<file path="src/rtl/scan_receiver_if.sv">
// Bus bundle between the dual ping-pong scanners, the receiver and the CPU read port.
// The receiver uses the slave modport; the scanner/CPU side uses master.
interface scan_receiver_if #(
   parameter int ADDR_W = 4,
   parameter int DEPTH  = 32
);
   localparam int CNT_W = $clog2(DEPTH) + 1;

   logic              ready1;
   logic              ready2;
   logic [ADDR_W-1:0] addr1;
   logic [ADDR_W-1:0] addr2;
   logic [7:0]        data1;
   logic [7:0]        data2;
   logic              transfer1;
   logic              transfer2;
   logic              rd_en;
   logic [7:0]        rd_data;
   logic              rd_valid;
   logic [CNT_W-1:0]  count;
   logic              empty;
   logic              full;
   logic              burst_done;
   logic              last_src;
   logic              overflow;

   modport master (
      output ready1, ready2, addr1, addr2, data1, data2, rd_en,
      input  transfer1, transfer2, rd_data, rd_valid, count, empty, full,
             burst_done, last_src, overflow
   );

   modport slave (
      input  ready1, ready2, addr1, addr2, data1, data2, rd_en,
      output transfer1, transfer2, rd_data, rd_valid, count, empty, full,
             burst_done, last_src, overflow
   );
endinterface

</file>
<file path="src/rtl/scan_receiver.sv">
// Receiving end of the dual scanner transfer path: round-robin grant of whole bursts,
// capture into a circular byte FIFO, and a registered CPU read port.
module scan_receiver #(
   parameter int BURST  = 10,
   parameter int ADDR_W = 4,
   parameter int DEPTH  = 32
) (
   input  logic            clk,
   input  logic            rst,
   scan_receiver_if.slave  bus
);
   localparam int PTR_W = $clog2(DEPTH);
   localparam int CNT_W = PTR_W + 1;

   typedef enum logic [1:0] {IDLE, XFER1, XFER2} state_t;

   state_t           state_q, state_d;
   logic             transfer1_q, transfer1_d;
   logic             transfer2_q, transfer2_d;
   logic             burst_done_q, burst_done_d;
   logic             last_src_q, last_src_d;
   logic             overflow_q, overflow_d;
   logic             rd_valid_q, rd_valid_d;
   logic [7:0]       rd_data_q;
   logic [PTR_W-1:0] wr_ptr_q, wr_ptr_d;
   logic [PTR_W-1:0] rd_ptr_q, rd_ptr_d;
   logic [CNT_W-1:0] count_q, count_d;
   logic [7:0]       mem [DEPTH];

   logic       empty, full, space_ok;
   logic       grant1, grant2;
   logic       wr_req, wr_accept, rd_accept;
   logic [7:0] wr_byte;

   assign empty    = (count_q == '0);
   assign full     = (count_q == CNT_W'(DEPTH));
   // A whole burst must fit before it is granted, so the FIFO never overruns mid-burst.
   assign space_ok = (count_q <= CNT_W'(DEPTH - BURST));
   // On a tie the scanner that did not win last time is served.
   assign grant1   = bus.ready1 & (~bus.ready2 | last_src_q);
   assign grant2   = bus.ready2 & (~bus.ready1 | ~last_src_q);

   assign wr_req    = transfer1_q | transfer2_q;
   assign wr_byte   = transfer1_q ? bus.data1 : bus.data2;
   assign rd_accept = bus.rd_en & ~empty;
   assign wr_accept = wr_req & (~full | rd_accept);

   always_comb begin
      state_d      = state_q;
      transfer1_d  = transfer1_q;
      transfer2_d  = transfer2_q;
      last_src_d   = last_src_q;
      burst_done_d = 1'b0;
      case (state_q)
         IDLE: begin
            if (space_ok && grant1) begin
               state_d     = XFER1;
               transfer1_d = 1'b1;
               last_src_d  = 1'b0;
            end else if (space_ok && grant2) begin
               state_d     = XFER2;
               transfer2_d = 1'b1;
               last_src_d  = 1'b1;
            end
         end
         XFER1: begin
            if (bus.addr1 == ADDR_W'(0)) begin
               state_d      = IDLE;
               transfer1_d  = 1'b0;
               burst_done_d = 1'b1;
            end
         end
         XFER2: begin
            if (bus.addr2 == ADDR_W'(0)) begin
               state_d      = IDLE;
               transfer2_d  = 1'b0;
               burst_done_d = 1'b1;
            end
         end
         default: begin
            state_d     = IDLE;
            transfer1_d = 1'b0;
            transfer2_d = 1'b0;
         end
      endcase
   end

   always_comb begin
      wr_ptr_d   = wr_accept ? wr_ptr_q + PTR_W'(1) : wr_ptr_q;
      rd_ptr_d   = rd_accept ? rd_ptr_q + PTR_W'(1) : rd_ptr_q;
      count_d    = count_q + CNT_W'(wr_accept) - CNT_W'(rd_accept);
      rd_valid_d = rd_accept;
      overflow_d = overflow_q | (wr_req & full & ~rd_accept);
   end

   always_ff @(posedge clk) begin
      if (!rst) begin
         state_q      <= IDLE;
         transfer1_q  <= 1'b0;
         transfer2_q  <= 1'b0;
         burst_done_q <= 1'b0;
         last_src_q   <= 1'b1;
         overflow_q   <= 1'b0;
         rd_valid_q   <= 1'b0;
         wr_ptr_q     <= '0;
         rd_ptr_q     <= '0;
         count_q      <= '0;
      end else begin
         state_q      <= state_d;
         transfer1_q  <= transfer1_d;
         transfer2_q  <= transfer2_d;
         burst_done_q <= burst_done_d;
         last_src_q   <= last_src_d;
         overflow_q   <= overflow_d;
         rd_valid_q   <= rd_valid_d;
         wr_ptr_q     <= wr_ptr_d;
         rd_ptr_q     <= rd_ptr_d;
         count_q      <= count_d;
      end
   end

   // Storage array kept free of reset so it maps onto block RAM with a registered read.
   always_ff @(posedge clk) begin
      if (wr_accept) begin
         mem[wr_ptr_q] <= wr_byte;
      end
   end

   always_ff @(posedge clk) begin
      if (!rst) begin
         rd_data_q <= '0;
      end else if (rd_accept) begin
         rd_data_q <= mem[rd_ptr_q];
      end
   end

   assign bus.transfer1  = transfer1_q;
   assign bus.transfer2  = transfer2_q;
   assign bus.rd_data    = rd_data_q;
   assign bus.rd_valid   = rd_valid_q;
   assign bus.count      = count_q;
   assign bus.empty      = empty;
   assign bus.full       = full;
   assign bus.burst_done = burst_done_q;
   assign bus.last_src   = last_src_q;
   assign bus.overflow   = overflow_q;
endmodule
</file>
<file path="src/flat_wrapper.sv">
// flat-port wrapper written by rule: the top's interface ports become plain ports
module scan_receiver_flat 
#(
   parameter int BURST  = 10,
   parameter int ADDR_W = 4,
   parameter int DEPTH  = 32
)
  (clk, rst, bus_ready1, bus_ready2, bus_addr1, bus_addr2, bus_data1, bus_data2, bus_rd_en, bus_transfer1, bus_transfer2, bus_rd_data, bus_rd_valid, bus_count, bus_empty, bus_full, bus_burst_done, bus_last_src, bus_overflow);
  scan_receiver_if #(.ADDR_W(ADDR_W), .DEPTH(DEPTH)) bus_i ();
  input  logic clk;
  input  logic rst;
  input wire logic [$bits(bus_i.ready1)-1:0] bus_ready1;
  input wire logic [$bits(bus_i.ready2)-1:0] bus_ready2;
  input wire logic [$bits(bus_i.addr1)-1:0] bus_addr1;
  input wire logic [$bits(bus_i.addr2)-1:0] bus_addr2;
  input wire logic [$bits(bus_i.data1)-1:0] bus_data1;
  input wire logic [$bits(bus_i.data2)-1:0] bus_data2;
  input wire logic [$bits(bus_i.rd_en)-1:0] bus_rd_en;
  output wire logic [$bits(bus_i.transfer1)-1:0] bus_transfer1;
  output wire logic [$bits(bus_i.transfer2)-1:0] bus_transfer2;
  output wire logic [$bits(bus_i.rd_data)-1:0] bus_rd_data;
  output wire logic [$bits(bus_i.rd_valid)-1:0] bus_rd_valid;
  output wire logic [$bits(bus_i.count)-1:0] bus_count;
  output wire logic [$bits(bus_i.empty)-1:0] bus_empty;
  output wire logic [$bits(bus_i.full)-1:0] bus_full;
  output wire logic [$bits(bus_i.burst_done)-1:0] bus_burst_done;
  output wire logic [$bits(bus_i.last_src)-1:0] bus_last_src;
  output wire logic [$bits(bus_i.overflow)-1:0] bus_overflow;
  assign bus_i.ready1 = bus_ready1;
  assign bus_i.ready2 = bus_ready2;
  assign bus_i.addr1 = bus_addr1;
  assign bus_i.addr2 = bus_addr2;
  assign bus_i.data1 = bus_data1;
  assign bus_i.data2 = bus_data2;
  assign bus_i.rd_en = bus_rd_en;
  assign bus_transfer1 = bus_i.transfer1;
  assign bus_transfer2 = bus_i.transfer2;
  assign bus_rd_data = bus_i.rd_data;
  assign bus_rd_valid = bus_i.rd_valid;
  assign bus_count = bus_i.count;
  assign bus_empty = bus_i.empty;
  assign bus_full = bus_i.full;
  assign bus_burst_done = bus_i.burst_done;
  assign bus_last_src = bus_i.last_src;
  assign bus_overflow = bus_i.overflow;
  scan_receiver #(.BURST(BURST), .ADDR_W(ADDR_W), .DEPTH(DEPTH)) u_core (.clk(clk), .rst(rst), .bus(bus_i));
endmodule
</file>
<file path="config.mk">
export PLATFORM = sky130hd
export DESIGN_NAME = scan_receiver_flat
export DESIGN_NICKNAME = d
export VERILOG_FILES = /design/src/rtl/scan_receiver_if.sv /design/src/rtl/scan_receiver.sv /design/src/flat_wrapper.sv
export SDC_FILE = /design/constraint.sdc
export NUM_CORES = 1
export LEC_CHECK = 0
export CAP_MARGIN = 20
export CORE_AREA = 2 2 157 159
export CTS_CLUSTER_SIZE = 24
export DETAILED_ROUTE_END_ITERATION = 6
export DIE_AREA = 0 0 159 161
export PLACE_DENSITY = 0.73
export SYNTH_ARGS = -nofsm -noshare
export SYNTH_HDL_FRONTEND = slang
export SYNTH_SLANG_ARGS = --single-unit
</file>
<file path="constraint.sdc">
create_clock -name clk -period 7 [get_ports clk]
set_clock_uncertainty 0.1 [all_clocks]
set_input_delay 1.4 -clock clk [delete_from_list [all_inputs] [get_ports clk]]
set_output_delay 1.4 -clock clk [all_outputs]
set_load 0.01 [all_outputs]
</file>
# --- Word-level counts from Yosys, hierarchy flattened ---
# Memory sizes are Yosys's and may differ from the RTL's. A register that Yosys moved wholly into a read port is not among the register bits.
# Cells that the tools add are included.
# W data, S select, Z words.
word_totals:
  reg_bits: 24
  ram_bits: 256
  input_bits: 29
  out_inout_bits: 22
  mem_count: 1
memory_table:
  columns: ["name", "words", "word_bits", "rd", "rd_ports_with_merged_regs", "wr", "line", "source"]
  rows:
  - ["u_core.mem", 32, 8, 1, 1, 1, "scan_receiver.sv:28", "logic [7:0] mem [DEPTH];"]
op_classes:
  addsub: 4
  order_cmp: 1
  eq_ne: 9
  mux: 19
  n_bitwise: 19
  reduce_logical: 12
ops:
  columns: ["cell", "count"]
  rows:
  - ["$add A5 B1 Y5 const B", 2]
  - ["$mux W1", 10]
  - ["$logic_not A4 Y1", 2]
  - ["$mux W2", 4]
  - ["$mux W8", 1]
  - ["$ne A2 B1 Y1 const B", 4]
  - ["$not A1 Y1", 8]
  - ["$add A6 B1 Y6", 1]
  - ["$and A1 B1 Y1", 6]
  - ["$eq A6 B6 Y1 const B", 1]
  - ["$le A6 B5 Y1 const B", 1]
  - ["$logic_not A6 Y1", 1]
  - ["$pmux W1 S3", 2]
  - ["$pmux W2 S3", 1]
  - ["$reduce_and A3 Y1", 2]
  - ["$sub A6 B1 Y6", 1]
  - ["$or A1 B1 Y1", 5]
  - ["$reduce_and A4 Y1", 1]
  - ["$ne A3 B1 Y1 const B", 1]
  - ["$eq A2 B1 Y1 const B", 1]
  - ["$eq A2 B2 Y1 const B", 1]
  - ["$logic_and A1 B1 Y1", 2]
  - ["$logic_not A2 Y1", 1]
  - ["$ne A2 B2 Y1 const B", 1]
  - ["other kinds (4)", 4]

# --- Longest topological paths before layout ---
logic_depth:
  ltp_word: 7
  depth_mapped: 13
  mapped_depth_nobuf: 12

# --- Worst setup path before layout ---
# No wires, ideal clock.
synth_path:
  path_type: "input to register"
  startpoint: "input port bus_rd_en"
  endpoint: "register u_core.count_q[4], in the netlist u_core.bus.count[4]"
  setup_ps: 116
  arrival_ps: 3073
  required_time_ps: 6784
  slack_ps: 3712
  stages: 10
  n_path_buf: 1
  path_cell_list: "nor2b_1 buf_2 ha_1 inv_1 ha_1 fa_1 a21oi_1 nor2_1 nor3_1 and3b_1"
synth_via:
  elab_chain_len: 5
synth_rtl:
  columns: ["element", "line", "source"]
  rows:
  - ["from (decl)", "flat_wrapper.sv:18", "input wire logic [$bits(bus_i.rd_en)-1:0] bus_rd_en;"]
  - ["$and A1 B1 Y1 (*)", "scan_receiver.sv:45", "assign rd_accept = bus.rd_en & ~empty;"]
  - ["net u_core.rd_accept", "scan_receiver.sv:32", "logic wr_req, wr_accept, rd_accept;"]
  - ["$or A1 B1 Y1", "scan_receiver.sv:46", "assign wr_accept = wr_req & (~full | rd_accept);"]
  - ["$and A1 B1 Y1", "scan_receiver.sv:46", null]
  - ["$add A6 B1 Y6", "scan_receiver.sv:91", "count_d = count_q + CNT_W'(wr_accept) - CNT_W'(rd_accept);"]
  - ["$sub A6 B1 Y6 (*)", "scan_receiver.sv:91", null]
  - ["to (signal assigned)", "scan_receiver.sv:118", "count_q <= count_d;"]
  - ["to (decl)", "scan_receiver.sv:27", "logic [CNT_W-1:0] count_q, count_d;"]
# Mark *: on every way through the listed nets, which the timed path passes. The rest lies on a longest branch.
# A chain may end at the register's enable or synchronous reset.

# --- Worst setup path in the final report ---
layout_path:
  startpoint: "register u_core.count_q[3], in the netlist u_core.bus.count[3]"
  endpoint: "output port bus_empty"
layout_via:
  elab_chain_len: 1
layout_rtl:
  columns: ["element", "line", "source"]
  rows:
  - ["$logic_not A6 Y1", "scan_receiver.sv:35", "assign empty = (count_q == '0);"]
  - ["to (decl)", "flat_wrapper.sv:24", "output wire logic [$bits(bus_i.empty)-1:0] bus_empty;"]
# No other way between the ends.

==> run metrics <==
final hold vios 0; top_reg_cell synth edfxtp_1; hold slack ~0.37 ns; fmax 0.270 GHz; Final setup viols 0; most frequent cells in the layout edfxtp_1 (256), clkdlybuf4s50_1 (50), mux4_2 (44); status finished, final reports clean; vias in the first global route ~6,200; die area 0.0256 sq mm; Worst Tran Pin Value 1.07 ns; Worst Hold Class flip-flop to flip-flop; yosys warns 0; GPL Wtd Cong 0.863; DIE HEIGHT 161 microns; post-route setup TNS 0 ns; Pwr Density 357 mW/mm^2; worst vdd ir 0.197 mV; via count 6,066; Starting Density 48.4%; CTS Buf Count 29; Fillers 1,818; Total GRT Usage 19.0%; residual DRC count 0; CTS tree yes; top area cells in the synthesized netlist edfxtp_1 (66%), mux4_2 (8.5%), dfxtp_1 (5.5%); Post-CTS Hold Fix Bufs 0; startpoint types flip-flop; global-route wire length before repair 37,000 microns; max-slew violation count 0; Post-Syn Nets around 690; Seq/Total Area, Yosys 71.8%; largest area contributor in the netlist edfxtp_1; initial drt markers 530; I/O Buffers 50; initial antenna violation count 0; Critical Path RT 5.50 ns; dpl hpwl 15,100 microns; leading cell type in the layout, fill and taps excluded edfxtp_1; core area around 0.024 sq mm; die width 159 microns; Tcrit/Tclk final 52.8%; Worst slew margin 28.6%; Vias/cell 5.83; Post-Route WL around 24,000 microns; min Tclk post-route 3.70 ns; Mean Syn Cell Area ~18 sq um; total congestion overflow 0; site row count 57; Max clock buf depth 3; Seq cells post-synth 288; drt first pass iters 5; critical-path maximum fanout 4; Arrival @ worst endpoint 2.20 ns; Max-cap violations 0; pin count of the biggest net entering global routing 45; clock-pin slew on the worst setup and hold paths 0.07 ns; clock sink count 288; Cell variety after synth between 50 and 60; Synth top area share 66.3%; Ports 51; Root Driver clkbuf_16; H-tree depth 1; post_cts resized 0; nets@finish 742; post-route ant nets 0; FFs w/ async S/R, synth 0%; Setup Buffers After CTS 0; clock latency at the later pin of the worst-skew pair roughly 0.53 ns; Post-Syn Instances approximately 640; LEAKAGE between 4 and 5 nW; area grow syn2layout 15.1%; Crit Path Class flip-flop to output pin; critical path endpoint category output pin; unrepaired setup endpoints after global routing no; Synth Cell Area 0.0116 sq mm; wire per inst 23.1 microns; share of cells above drive strength 1 15.8%; Post-synth EDFFs around 260; Ant. Diodes 0
## final cells by class
class | instances | area, sq um | share of cell area [%]
well taps | 324 | 405 | 3.04
multi-input cells | 308 | 3050 | 22.8
flip-flops and latches | 288 | 8330 | 62.5
clock buffers | 38 | 790 | 5.92
clock inverters | 15 | 193 | 1.44
repair buffers | 53 | 523 | 3.92
inverters | 14 | 52.6 | 0.394
## cell families after synthesis
group	Yosys count	synth area share (%)
multiplexers	94	13.5
adder cells (fa/ha/maj)	19	2.11
AO/OA/AOI/OAI	85	5.52
AND/OR/NAND/NOR	101	4.45
flip-flops	288	71.8
buffers and inverters	47	1.91
XOR/XNOR	9	0.680
## critical path, cell delays in order, from the launching register on
cell,delay (ns)
dfxtp_1,0.34
inv_1,0.09
ha_1,0.16
nor4bb_1,0.45
clkdlybuf4s50_1,0.63
## path summary, 6_finish.rpt
check                                    startpoint               endpoint  slack [ns]  depth (start not counted)
worst max register to register   u_core.rd_ptr_q[0]  u_core.bus.rd_data[3]        3.53                          5
worst min register to register  u_core.bus.overflow    u_core.bus.overflow        0.37                          1
worst min-delay path            u_core.bus.overflow    u_core.bus.overflow        0.37                          1
worst max-delay path            u_core.bus.count[3]              bus_empty        3.30                          4
## where the power goes
| group | total [mW] | leakage (nW) | internal, mW | switching (mW) |
|---|---|---|---|---|
| Sequential | 2.18 | 2.57 | 2.06 | 0.113 |
| Clock | 1.56 | 0.479 | 0.945 | 0.617 |
| Combinational | 1.02 | 1.22 | 0.465 | 0.557 |
## stage by stage
step | total power [mW] | area [sq um] | worst slack (ns) | std cells | utilization (%)
4_1_cts | 4.79 | 13300 | 3.32 | 1039 | 55.6
3_3_place_gp | 3.20 | 12400 | 3.09 | 986 | 51.6
2_1_floorplan | 2.88 | 11600 | 3.71 | 643 | -
3_5_place_dp | 3.24 | 12400 | 3.02 | 986 | 51.6
6_report | 4.76 | 13300 | 3.30 | 1040 | 55.7
5_1_grt | 4.95 | 13300 | 3.25 | 1040 | 55.7
## Yosys cell counts (all sizes together), types with 3 or more instances
cell and instances:
mux4 48, nand3b 4, ha 18, dfxtp 32, o221ai 9, inv 14, nand2b 6, a21oi 22
o22ai 7, a22o 14, nor2 42, nand4 3, o21a 4, a22oi 8, mux2 8, buf 16
edfxtp 256, clkbuf 17, nand2 13, nor2b 6, mux2i 38, xor2 3, and2 12, nand3 3
o21ai 4, a2111oi 7, xnor2 6
## registers in the layout, summed over array words and instances (netlist names)
register	cells
u_core.bus.rd_data	8
u_core.bus.rd_valid	1
u_core.mem	256
u_core.bus.transfer1	1
u_core.state_q	2
u_core.rd_ptr_q	5
u_core.bus.transfer2	1
u_core.bus.burst_done	1
u_core.bus.count	6
u_core.bus.last_src	1
u_core.wr_ptr_q	5
u_core.bus.overflow	1
## routing by layer
metal	routed length (microns)	global-route usage [%]	vias to the layer above	part of all wire [%]
li1	-	-	2676	-
met1	9910	26.4	3075	41
met2	11900	32.1	278	49
met3	1820	2.67	37	7.6
met4	423	5.12	0	1.8
met5	0	0	-	0
Power figures use the tool's default switching activity.
